## config.mk

```make
export PLATFORM = sky130hd
export DESIGN_NAME = vga_timing_gen
export DESIGN_NICKNAME = d
export VERILOG_FILES = /design/src/rtl/vga_timing_gen.sv
export SDC_FILE = /design/constraint.sdc
export NUM_CORES = 1
export LEC_CHECK = 0
export ABC_AREA = 1
export BUFFER_PORTS_ARGS = -buffer_cell sky130_fd_sc_hd__buf_2
export CORE_MARGIN = 10
export CORE_UTILIZATION = 55
export CTS_CLUSTER_DIAMETER = 200
export CTS_CLUSTER_SIZE = 30
export DETAILED_ROUTE_END_ITERATION = 10
export GPL_ROUTABILITY_DRIVEN = 0
export GPL_TIMING_DRIVEN = 0
export HOLD_SLACK_MARGIN = 0.06
export PLACE_DENSITY = 0.82
export SYNTH_ARGS = -nofsm -noshare
export SYNTH_HDL_FRONTEND = slang
export SYNTH_SLANG_ARGS = --single-unit
```

## constraint.sdc

```tcl
create_clock -name clk_sys -period 2.09 [get_ports clk_sys]
set_clock_uncertainty 0.15 [all_clocks]
set_input_delay 0.209 -clock clk_sys [delete_from_list [all_inputs] [get_ports clk_sys]]
set_output_delay 0.209 -clock clk_sys [all_outputs]
set_load 0.005 [all_outputs]
```

## src/rtl/vga_timing_gen.sv

```systemverilog
// vga_timing_gen: parametrised raster timing generator.
// Produces sync, blanking, display enable, pixel coordinates, line/frame
// strobes and a frame counter, with an optional clock-enable divider so the
// pixel rate can run below clk_sys.
// Optional feature macro: VGA_TIMING_TEST_PATTERN_EN adds r/g/b colour-bar
// outputs registered alongside the timing outputs.
module vga_timing_gen #(
   parameter int H_ACTIVE = 640,
   parameter int H_FP     = 16,
   parameter int H_SYNC   = 96,
   parameter int H_BP     = 48,
   parameter int V_ACTIVE = 480,
   parameter int V_FP     = 10,
   parameter int V_SYNC   = 2,
   parameter int V_BP     = 33,
   parameter bit HS_POL   = 1'b0,
   parameter bit VS_POL   = 1'b0,
   parameter int CE_DIV   = 1,
   parameter int CW       = 12
) (
   input  logic          clk_sys,
   input  logic          reset_n,
   input  logic          en,
   output logic          pix_ce,
   output logic          hs,
   output logic          vs,
   output logic          hblank,
   output logic          vblank,
   output logic          de,
   output logic [CW-1:0] x,
   output logic [CW-1:0] y,
   output logic          line_start,
   output logic          frame_start,
   output logic [15:0]   frame_cnt
`ifdef VGA_TIMING_TEST_PATTERN_EN
   ,
   output logic [7:0]    r,
   output logic [7:0]    g,
   output logic [7:0]    b
`endif
);

   localparam int H_TOTAL = H_ACTIVE + H_FP + H_SYNC + H_BP;
   localparam int V_TOTAL = V_ACTIVE + V_FP + V_SYNC + V_BP;
   localparam int DW      = (CE_DIV > 1) ? $clog2(CE_DIV) : 1;

   localparam logic [DW-1:0] DIV_LAST = DW'(CE_DIV - 1);
   localparam logic [CW-1:0] H_LAST   = CW'(H_TOTAL - 1);
   localparam logic [CW-1:0] V_LAST   = CW'(V_TOTAL - 1);
   localparam logic [CW-1:0] H_ACT_C  = CW'(H_ACTIVE);
   localparam logic [CW-1:0] V_ACT_C  = CW'(V_ACTIVE);
   localparam logic [CW-1:0] HS_BEGIN = CW'(H_ACTIVE + H_FP);
   localparam logic [CW-1:0] HS_END   = CW'(H_ACTIVE + H_FP + H_SYNC);
   localparam logic [CW-1:0] VS_BEGIN = CW'(V_ACTIVE + V_FP);
   localparam logic [CW-1:0] VS_END   = CW'(V_ACTIVE + V_FP + V_SYNC);

   logic [DW-1:0] r_div;
   logic [CW-1:0] r_hCnt;
   logic [CW-1:0] r_vCnt;
   logic          r_frameSeen;

   logic w_ce;
   logic w_hEnd;
   logic w_vEnd;
   logic w_hBlank;
   logic w_vBlank;
   logic w_hsAct;
   logic w_vsAct;
   logic w_lineStart;
   logic w_frameStart;

   assign w_ce         = en && (r_div == DIV_LAST);
   assign w_hEnd       = (r_hCnt == H_LAST);
   assign w_vEnd       = (r_vCnt == V_LAST);
   assign w_hBlank     = (r_hCnt >= H_ACT_C);
   assign w_vBlank     = (r_vCnt >= V_ACT_C);
   assign w_hsAct      = (r_hCnt >= HS_BEGIN) && (r_hCnt < HS_END);
   assign w_vsAct      = (r_vCnt >= VS_BEGIN) && (r_vCnt < VS_END);
   assign w_lineStart  = (r_hCnt == '0);
   assign w_frameStart = w_lineStart && (r_vCnt == '0);

`ifdef VGA_TIMING_TEST_PATTERN_EN
   localparam int BAR_W = (H_ACTIVE >= 8) ? (H_ACTIVE / 8) : 1;
   localparam logic [CW-1:0] BAR_C = CW'(BAR_W);

   logic [2:0] w_bar;
   logic       w_de;

   assign w_bar = 3'(r_hCnt / BAR_C);
   assign w_de  = !w_hBlank && !w_vBlank;
`endif

   // Pixel divider and raster position; everything freezes while en is low.
   always_ff @(posedge clk_sys or negedge reset_n) begin
      if (!reset_n) begin
         r_div  <= '0;
         r_hCnt <= '0;
         r_vCnt <= '0;
      end else if (en) begin
         if (w_ce) begin
            r_div <= '0;
            if (w_hEnd) begin
               r_hCnt <= '0;
               if (w_vEnd) begin
                  r_vCnt <= '0;
               end else begin
                  r_vCnt <= r_vCnt + CW'(1);
               end
            end else begin
               r_hCnt <= r_hCnt + CW'(1);
            end
         end else begin
            r_div <= r_div + DW'(1);
         end
      end
   end

   // Present the pixel at the current position one clock later; strobes last one cycle.
   always_ff @(posedge clk_sys or negedge reset_n) begin
      if (!reset_n) begin
         pix_ce      <= 1'b0;
         hs          <= ~HS_POL;
         vs          <= ~VS_POL;
         hblank      <= 1'b1;
         vblank      <= 1'b1;
         de          <= 1'b0;
         x           <= '0;
         y           <= '0;
         line_start  <= 1'b0;
         frame_start <= 1'b0;
         frame_cnt   <= '0;
         r_frameSeen <= 1'b0;
      end else if (w_ce) begin
         pix_ce      <= 1'b1;
         hs          <= w_hsAct ? HS_POL : ~HS_POL;
         vs          <= w_vsAct ? VS_POL : ~VS_POL;
         hblank      <= w_hBlank;
         vblank      <= w_vBlank;
         de          <= !w_hBlank && !w_vBlank;
         x           <= r_hCnt;
         y           <= r_vCnt;
         line_start  <= w_lineStart;
         frame_start <= w_frameStart;
         if (w_frameStart) begin
            r_frameSeen <= 1'b1;
            if (r_frameSeen) begin
               frame_cnt <= frame_cnt + 16'd1;
            end
         end
      end else begin
         pix_ce      <= 1'b0;
         line_start  <= 1'b0;
         frame_start <= 1'b0;
      end
   end

`ifdef VGA_TIMING_TEST_PATTERN_EN
   // Eight vertical colour bars in the active area, black during blanking.
   always_ff @(posedge clk_sys or negedge reset_n) begin
      if (!reset_n) begin
         r <= 8'h00;
         g <= 8'h00;
         b <= 8'h00;
      end else if (w_ce) begin
         r <= (w_de && w_bar[2]) ? 8'hFF : 8'h00;
         g <= (w_de && w_bar[1]) ? 8'hFF : 8'h00;
         b <= (w_de && w_bar[0]) ? 8'hFF : 8'h00;
      end
   end
`endif

endmodule
```

==> Word level (Yosys, flattened, before mapping) <==
Cells that the tools add are included.
{ "word_totals": {"ff_bits": 74, "inputBits": 3, "output_inout_bits": 48, "word_cells": 49} }
{ "classes": {"add_sub_neg": 4, "magnitude_cmp": 6, "eq_ne": 2, "mux": 8, "bitwise": 1, "reduce_logical": 13} }
{ "ops": {"columns": ["op", "count"], "rows": [
  ["$add 12x1->12 const B", 2],
  ["$eq 12x10->1 const B", 2],
  ["$ge 12x10->1 const B", 2],
  ["$ge 12x9->1 const B", 2],
  ["$logic_not 12->1", 2],
  ["$mux 12", 2],
  ["$add 16x1->16 const B", 1],
  ["$lt 12x10->1 const B", 1],
  ["$lt 12x9->1 const B", 1],
  ["$mux 1", 6],
  ["$reduce_and 3->1", 2],
  ["$logic_and 1x1->1", 5],
  ["$reduce_and 2->1", 2],
  ["$logic_not 1->1", 2],
  ["$add 1x1->1 const B", 1],
  ["$not 1->1", 1]
]} }

==> Logic depth before layout (Yosys ltp) <==
Gate-level depths: netlist of run 1.
{ "depth": {"depth_word": 3, "mapped_depth": 10} }

==> Worst setup path after synthesis of run 1 <==
OpenSTA, ideal clock, no wires.
{ "synth_timing": {"kind": "register to register", "start": "reg r_vCnt[0]", "end": "reg frame_cnt[6]", "setup_time_ns": 0.116, "t_arrival_ns": 1.405, "path_slack_ns": 0.419, "path_stages_with_launch": 11, "path_cell_list": "dfrtp_1 > inv_1 > ha_1 > inv_1 > nor2_2 > nand3_2 > nor2_8 > nand2_4 > buf_6 > nand2_1 > nand2_1"} }
{ "synth_between": {"elab_chain_len": 3} }
{ "synth_rtl": {"columns": ["element", "line", "rtl"], "rows": [
  ["from (decl)", "59", "logic [CW-1:0] r_vCnt;"],
  ["from (signal assigned)", "107", "r_vCnt <= r_vCnt + CW'(1);"],
  ["$logic_not 12->1", "80", "assign w_frameStart = w_lineStart && (r_vCnt == '0);"],
  ["$logic_and 1x1->1", "80", null],
  ["$reduce_and 3->1 (no source line)", null, null],
  ["to (signal assigned)", "147", "frame_cnt <= frame_cnt + 16'd1;"],
  ["to (decl)", "34", "output logic [15:0] frame_cnt"]
]} }
No other way between the ends.
A chain may end at the register's enable or synchronous reset.

==> Worst setup path after layout of run 1 <==
{ "layout_timing": {"start": "reg r_vCnt[0]", "end": "reg frame_cnt[5]"} }
The elaborated chain is that of the path after synthesis.

==> metrics, run 1 <==
outcome=finished clean; Die Footprint=0.0107 mm2; # placed instances=slightly above 600; grt peak-use layer=met2; Post-synth EDFFs=0; post-route DRC violation count=0; hold slack=roughly 0.18 ns; RSZ-0062 raised after global routing=no; Ant. Diodes=0; Synth Area per Inst=7.86 um2; Fin. Hold Viols=0; DRT iter0 DRCs=218; clock power share=33.1%; combinational share of power=19.4%; initial antenna violation count=0; Num CTS Buffers=9; fin crit period=between 1.5 and 2 ns; number of global-route vias before repair=3300; Clk Tree Root Cell=clkbuf_8; setup violators final=0; Synth Cell Area=0.00382 mm2; sequential area share after synthesis=48.6%; Setup crit start kind=flip-flop; worst setup margin=0.138 ns; # Post-CTS Setup Buffers=0; overall power=3710 uW; Yosys reg bits=74; post-cts sizing count=0; non-filler instance count after layout=634; Slew @ Worst Pin=0.529 ns; Sw Share=31.0%; Max Slew Vio Count=0; prevailing post-synth register cell=dfrtp_1; Max Cap Viol=0; Worst EP arrival=slightly above 2 ns; Pleak=0.00229 uW; die height=just over 100 um; later-pin clock latency in the skew report=0.35 ns; post-DR vias/cell=5.47; WL final=9.34 mm; syn_nets=494; Final HPWL DP=about 6.9 mm; clock sinks=74; Worst Hold Class=in -> async; layout cells sized above 1=about a fifth; Netlist cell types=31; largest net degree at the start of global routing=48; Power Density=~840 mW/mm2; Worst slew margin=roughly two thirds; core box area=a little under 0.007 mm2; worst ir drop on vdd=0.000502 V; Nets=558; hold-fix buffer count after cts=2; antenna viol nets, final=0; Placement Setup Slack=0.190 ns; GR Util met1=21.9%; Starting Density=56.6%; Area growth syn-to-layout=16.1%; remaining global-route overflow=0; FP Rows=30; Internal=2560 uW; Horiz. Die Dim=103 um; fin crit share=93.4%; Synth async-reset ratio=100%; CTS clk-pin slew, worst paths=0.08 ns; H-tree levels=3; # IOs=51; DR WL/cell=14.7 um; Net Sw Power=around 1200 uW; GRT Util Overall=around 18%; cells after synthesis=486; drt pass-1 iters=5; # port buffers=50; CTS max path bufs=2; met2 Usage GRT=28.4%; Vias=between 3000 and 4000; Worst setup EP type=flip-flop; Flop pwr share=47.5%; cells on worst reg2reg path=10; setup TNS=0 ns; CP max FO=10; Peak Freq=512 MHz; first-pass GRT wire length=15.1 mm; CTS tree=done; Setup Crit Path Kind=reg -> reg; Worst EP required=about 2.2 ns; synth warn=0; grt met3 use=5.05%
## worst max-delay path: stages, from the launching register on
cell and delay (ns):
dfrtp_1 0.42, inv_1 0.14, ha_1 0.20, inv_1 0.07
nor2_2 0.14, nand3_2 0.15, nor2_8 0.19, nand2_4 0.09
buf_6 0.17, nand2_1 0.05, nand2_1 0.05
## synth_stat cells (9+ instances only)
cell type    n  area share, %
inv_2       10           0.98
xor2_1      12            2.8
dfrtp_1     70             46
inv_1       38            3.7
nand3_1     39            5.1
nor2_1      53            5.2
nand2_1    152             15
nand4_1     10            1.6
nor3_1       9            1.2
o21ai_0     37            4.8
## per-layer routing
metal / part of all wire (%) / vias to the layer above
met5: 0 / -
met4: 2.4 / 0
met3: 7.4 / 23
met2: 47 / 122
met1: 44 / 1638
li1: - / 1683
## flip-flops by register name, summed over array words and instances (netlist names)
signal,cells
r_div,1
pix_ce,1
frame_start,1
r_hCnt,12
x,12
y,12
vblank,1
hblank,1
r_vCnt,12
frame_cnt,16
de,1
hs,1
r_frameSeen,1
line_start,1
vs,1
## kinds of logic (layout without fill, tap and decap cells)
| group | count (synthesis) | in the layout | synth area share (%) |
|---|---|---|---|
| adder cells (fa/ha/maj) | 5 | 5 | 1.64 |
| XOR/XNOR | 14 | 14 | 3.21 |
| flip-flops | 74 | 74 | 48.6 |
| AO/OA/AOI/OAI | 48 | 48 | 6.52 |
| AND/OR/NAND/NOR | 287 | 287 | 33.9 |
| buffers and inverters | 58 | 126 | 6.19 |
## worst paths after layout
path / from / to / slack [ns]
min reg2reg: x[11]$_DFFE_PN0N_ / x[11]$_DFFE_PN0N_ / 0.33
max in group asynchronous: reset_n / r_hCnt[3]$_DFFE_PN0P_ / 1.06
max: r_vCnt[0]$_DFFE_PN0P_ / frame_cnt[5]$_DFFE_PN0P_ / 0.14
min in group clk_sys: x[11]$_DFFE_PN0N_ / x[11]$_DFFE_PN0N_ / 0.33
max reg2reg: r_vCnt[0]$_DFFE_PN0P_ / frame_cnt[5]$_DFFE_PN0P_ / 0.14
min: reset_n / r_hCnt[0]$_DFFE_PN0P_ / 0.18
## cell usage in the layout (no fill, tap or decap), types with 3 or more instances in the layout
cell type,n
clkbuf_1,5
nor2_4,5
dfrtp_1,70
nand2_2,4
a21oi_1,4
clkbuf_8,10
ha_1,5
nor3_1,9
a31oi_1,3
inv_1,38
dfstp_2,4
xor2_1,12
nand4_1,10
buf_2,52
nand3b_1,3
nor2_1,53
inv_2,10
nand2_1,152
o21ai_0,37
nand3_1,39
nor2_2,4
## per-stage QoR
step	utilization (%)	area [um2]
floorplan	-	3820
global route	65.7	4440
global placement	61.7	4170
detailed placement	62.2	4200
finish	65.7	4440
CTS	65.7	4440
## layout make-up
cell class | instances | area (um2)
fillers | 555 | 2320
flip-flops and latches | 74 | 1860
multi-input cells | 354 | 1730
repair buffers | 53 | 300
inverters | 48 | 180
clock buffers | 10 | 138
well taps | 80 | 100
clock inverters | 5 | 78.8
plain buffers | 10 | 56.3
## power groups by stage
stage | Sequential (uW) | Combinational, uW | Clock (uW)
6_report | 1760 | 721 | 1230
5_1_grt | 1790 | 808 | 1310
4_1_cts | 1760 | 724 | 1240
3_5_place_dp | 1790 | 714 | 0
3_3_place_gp | 1780 | 676 | 0
2_1_floorplan | 1780 | 435 | 0
Power figures use the tool's default switching activity.
==> run 2, diff against run 1 <==
- ABC_AREA: 1 -> default
- SLEW_MARGIN: default -> 5
==> run 2 against run 1 <==
Compared with the run above:
- routed wire length shrank 10%
- worst hold slack lost 0.0014 ns
- total power shrank 12%
- die area shrank 8.7%
- synthesized cell count shrank 30%
- worst setup slack lost 0.12 ns
- via count shrank 20%
- synthesized area shrank 11%
- design area shrank 5.4%
- final cell count shrank 22%
- sequential cell count is the same
==> metrics, run 2 <==
Setup crit start kind=flip-flop; Slowest-stage cell, CP=dfrtp_1; # IOs=51; Slew @ Worst Pin=0.546 ns; Setup Crit Path Kind=reg -> reg; fin crit share=99.0%; Synth Cell Area=between 0.003 and 0.004 mm2; drt pass-1 iters=4; Top reg by flops=frame_cnt; Worst setup EP type=flip-flop; Pleak=between 0.002 and 0.0025 uW; FILL cells=430; Area growth syn-to-layout=23.1%; Die Footprint=0.00975 mm2; cells after synthesis=340; GRT Util Overall=16.6%; initial antenna violation count=0; max incr delay on CP=0.38 ns; sequential area share after synthesis=54.4%; prevailing post-synth register cell=dfrtp_1; worst ir drop on vdd=0.000529 V; worst r2r src=r_hCnt[2]$_DFFE_PN0P_; hold slack=0.179 ns; WL final=8.40 mm; core box area=about 0.0060 mm2; Metal-1 WL=3.40 mm; post-DR vias/cell=5.60; Num CTS Buffers=9; commonest non-fill, non-tap cell in the layout=nand2_1; RSZ-0062 raised after global routing=yes; DR WL/cell=16.9 um; Peak Freq=483 MHz; Largest register FFs=16; overall power=between 3000 and 4000 uW; Worst slew margin=63.2%; Nets=425; crit path from=r_hCnt[2]$_DFFE_PN0P_; number of global-route vias before repair=approximately 2700; Horiz. Die Dim=98.8 um; Starting Density=57.3%; die height=around 99 um; CP Buf/Inv Count=3; met3 routed WL=slightly below 500 um; top cells by count, synth=nand2_1 (81), dfrtp_1 (70), o21ai_0 (21), xnor2_1 (21), nand4_1 (17); # placed instances=between 400 and 500; remaining global-route overflow=0; Met2 Wirelength=4.39 mm; later-pin clock latency in the skew report=between 0.3 and 0.4 ns; largest net degree at the start of global routing=between 40 and 50; cell taking the most area after synthesis=dfrtp_1; top-count cell post-synth=nand2_1; Vias=2783; syn_nets=348; H-tree levels=3; Synth area leaders=dfrtp_1 (51%), nand2_1 (8.9%), xnor2_1 (5.4%), nand4_1 (3.1%), dfstp_2 (3.1%); Max Cap Viol=0; clock sinks=74; most frequent cells in the layout=nand2_1 (81), dfrtp_1 (67), buf_2 (54); Worst EP required=2.20 ns; Netlist cell types=49; CTS clk-pin slew, worst paths=approximately 0.090 ns; post-route DRC violation count=0; crit-path cells=buf_6 > nor4_4 > nand3b_4 > nor4_4 > buf_4 > buf_6 > nand4_1 > xnor2_1; CTS max path bufs=2; Max Slew Vio Count=0; Finished Core Util=70.5%; Post-synth EDFFs=0; Power Density=782 mW/mm2; Synth async-reset ratio=100%; CP max FO=6; non-filler instance count after layout=497; Fin. Hold Viols=0; setup TNS=0 ns; Ant. Diodes=0; layout cells sized above 1=29.1%; FP Rows=28; Worst EP arrival=2.18 ns; Clk Tree Root Cell=clkbuf_8; max layer used=met4; Register Area=0.00186 mm2; CTS tree=done; fin crit period=2.07 ns; Multi-input gate area=0.00151 mm2; synth warn=0; setup violators final=0; Yosys reg bits=74; outcome=finished clean; Synth top area share=between 50 and 60%; DRT iter0 DRCs=153; # port buffers=50; Worst Hold Class=in -> async; CP top delay family=simple AND/OR/NAND/NOR gates; Synth Area per Inst=10.0 um2; first-pass GRT wire length=13.3 mm; antenna viol nets, final=0; Final HPWL DP=5.54 mm
[run 2: cell count changes after synthesis, moves of 5 or more]
cell / previous run / this run
inv_1: 38 / 9
nand3_1: 39 / 13
nand4_1: 10 / 17
nor2_1: 53 / 14
nor2_4: 5 / 0
inv_2: 10 / 0
xor2_1: 12 / 4
o21ai_0: 37 / 21
nand2_1: 152 / 81
xnor2_1: 2 / 21
[run 2: final cells by class]
class | instances | share of cell area (%)
sequential | 74 | 44.3
multi-input combinational | 238 | 35.9
timing repair buffer | 67 | 9.56
clock buffer | 9 | 2.95
buffer | 18 | 2.59
tap | 75 | 2.23
clock inverter | 7 | 1.67
inverter | 9 | 0.804
[run 2: stage by stage]
| stage | setup WS, ns | instance area [um2] |
|---|---|---|
| after floorplan | 0.106 | 3410 |
| after global placement | -0.101 | 3760 |
| after detailed placement | -0.150 | 3780 |
| after CTS | 0.00326 | 4040 |
| after global routing | -0.0952 | 4200 |
| final | 0.0201 | 4200 |
[run 2: path summary, 6_finish.rpt]
| path | slack, ns | cells past startpoint | endpoint |
|---|---|---|---|
| worst max-delay path | 0.02 | 8 | frame_cnt[8]$_DFFE_PN0P_ |
| worst min-delay path | 0.18 | 2 | r_hCnt[4]$_DFFE_PN0P_ |
| worst max register to register | 0.02 | 8 | frame_cnt[8]$_DFFE_PN0P_ |
| worst min register to register | 0.31 | 1 | frame_cnt[15]$_DFFE_PN0P_ |
| max in group asynchronous | 1.00 | 3 | hs$_DFFE_PN1N_ |
| min in group clk_sys | 0.31 | 1 | frame_cnt[15]$_DFFE_PN0P_ |
[run 2: logic make-up after synthesis]
| logic type | Yosys count | synth area share, % |
|---|---|---|
| AOI/OAI and AO/OA | 35 | 6.05 |
| xor gates and xnor gates | 25 | 6.42 |
| adders and majority gates | 5 | 1.83 |
| DFF | 74 | 54.4 |
| muxes | 5 | 1.61 |
| buffers and inverters | 28 | 3.92 |
| and+or+nand+nor | 168 | 25.7 |
[run 2: power by group]
part           internal, uW  total (uW)  switching (uW)
clock                   549        1120             569
sequential             1540        1660             117
combinational           232         504             272
[run 2: what timing repair did]
| item | 4_1_cts | 5_1_grt |
|---|---|---|
| gates resized for setup | 8 | 19 |
| hold buffers | 2 | 0 |
| endpoints found under the setup margin | 21 | 26 |
| cloned | 1 | 0 |
| buffers inserted | 3 | 10 |
| pin swaps | 2 | 16 |
| endpoints found under the hold margin | 74 | 0 |
[run 2: layer usage]
| metal | up-vias | GRT usage (%) |
|---|---|---|
| met3 | 15 | 5.73 |
| met2 | 72 | 26.8 |
| li1 | 1311 | - |
| met1 | 1385 | 19.9 |
| met4 | 0 | 6.17 |
| met5 | - | 0 |
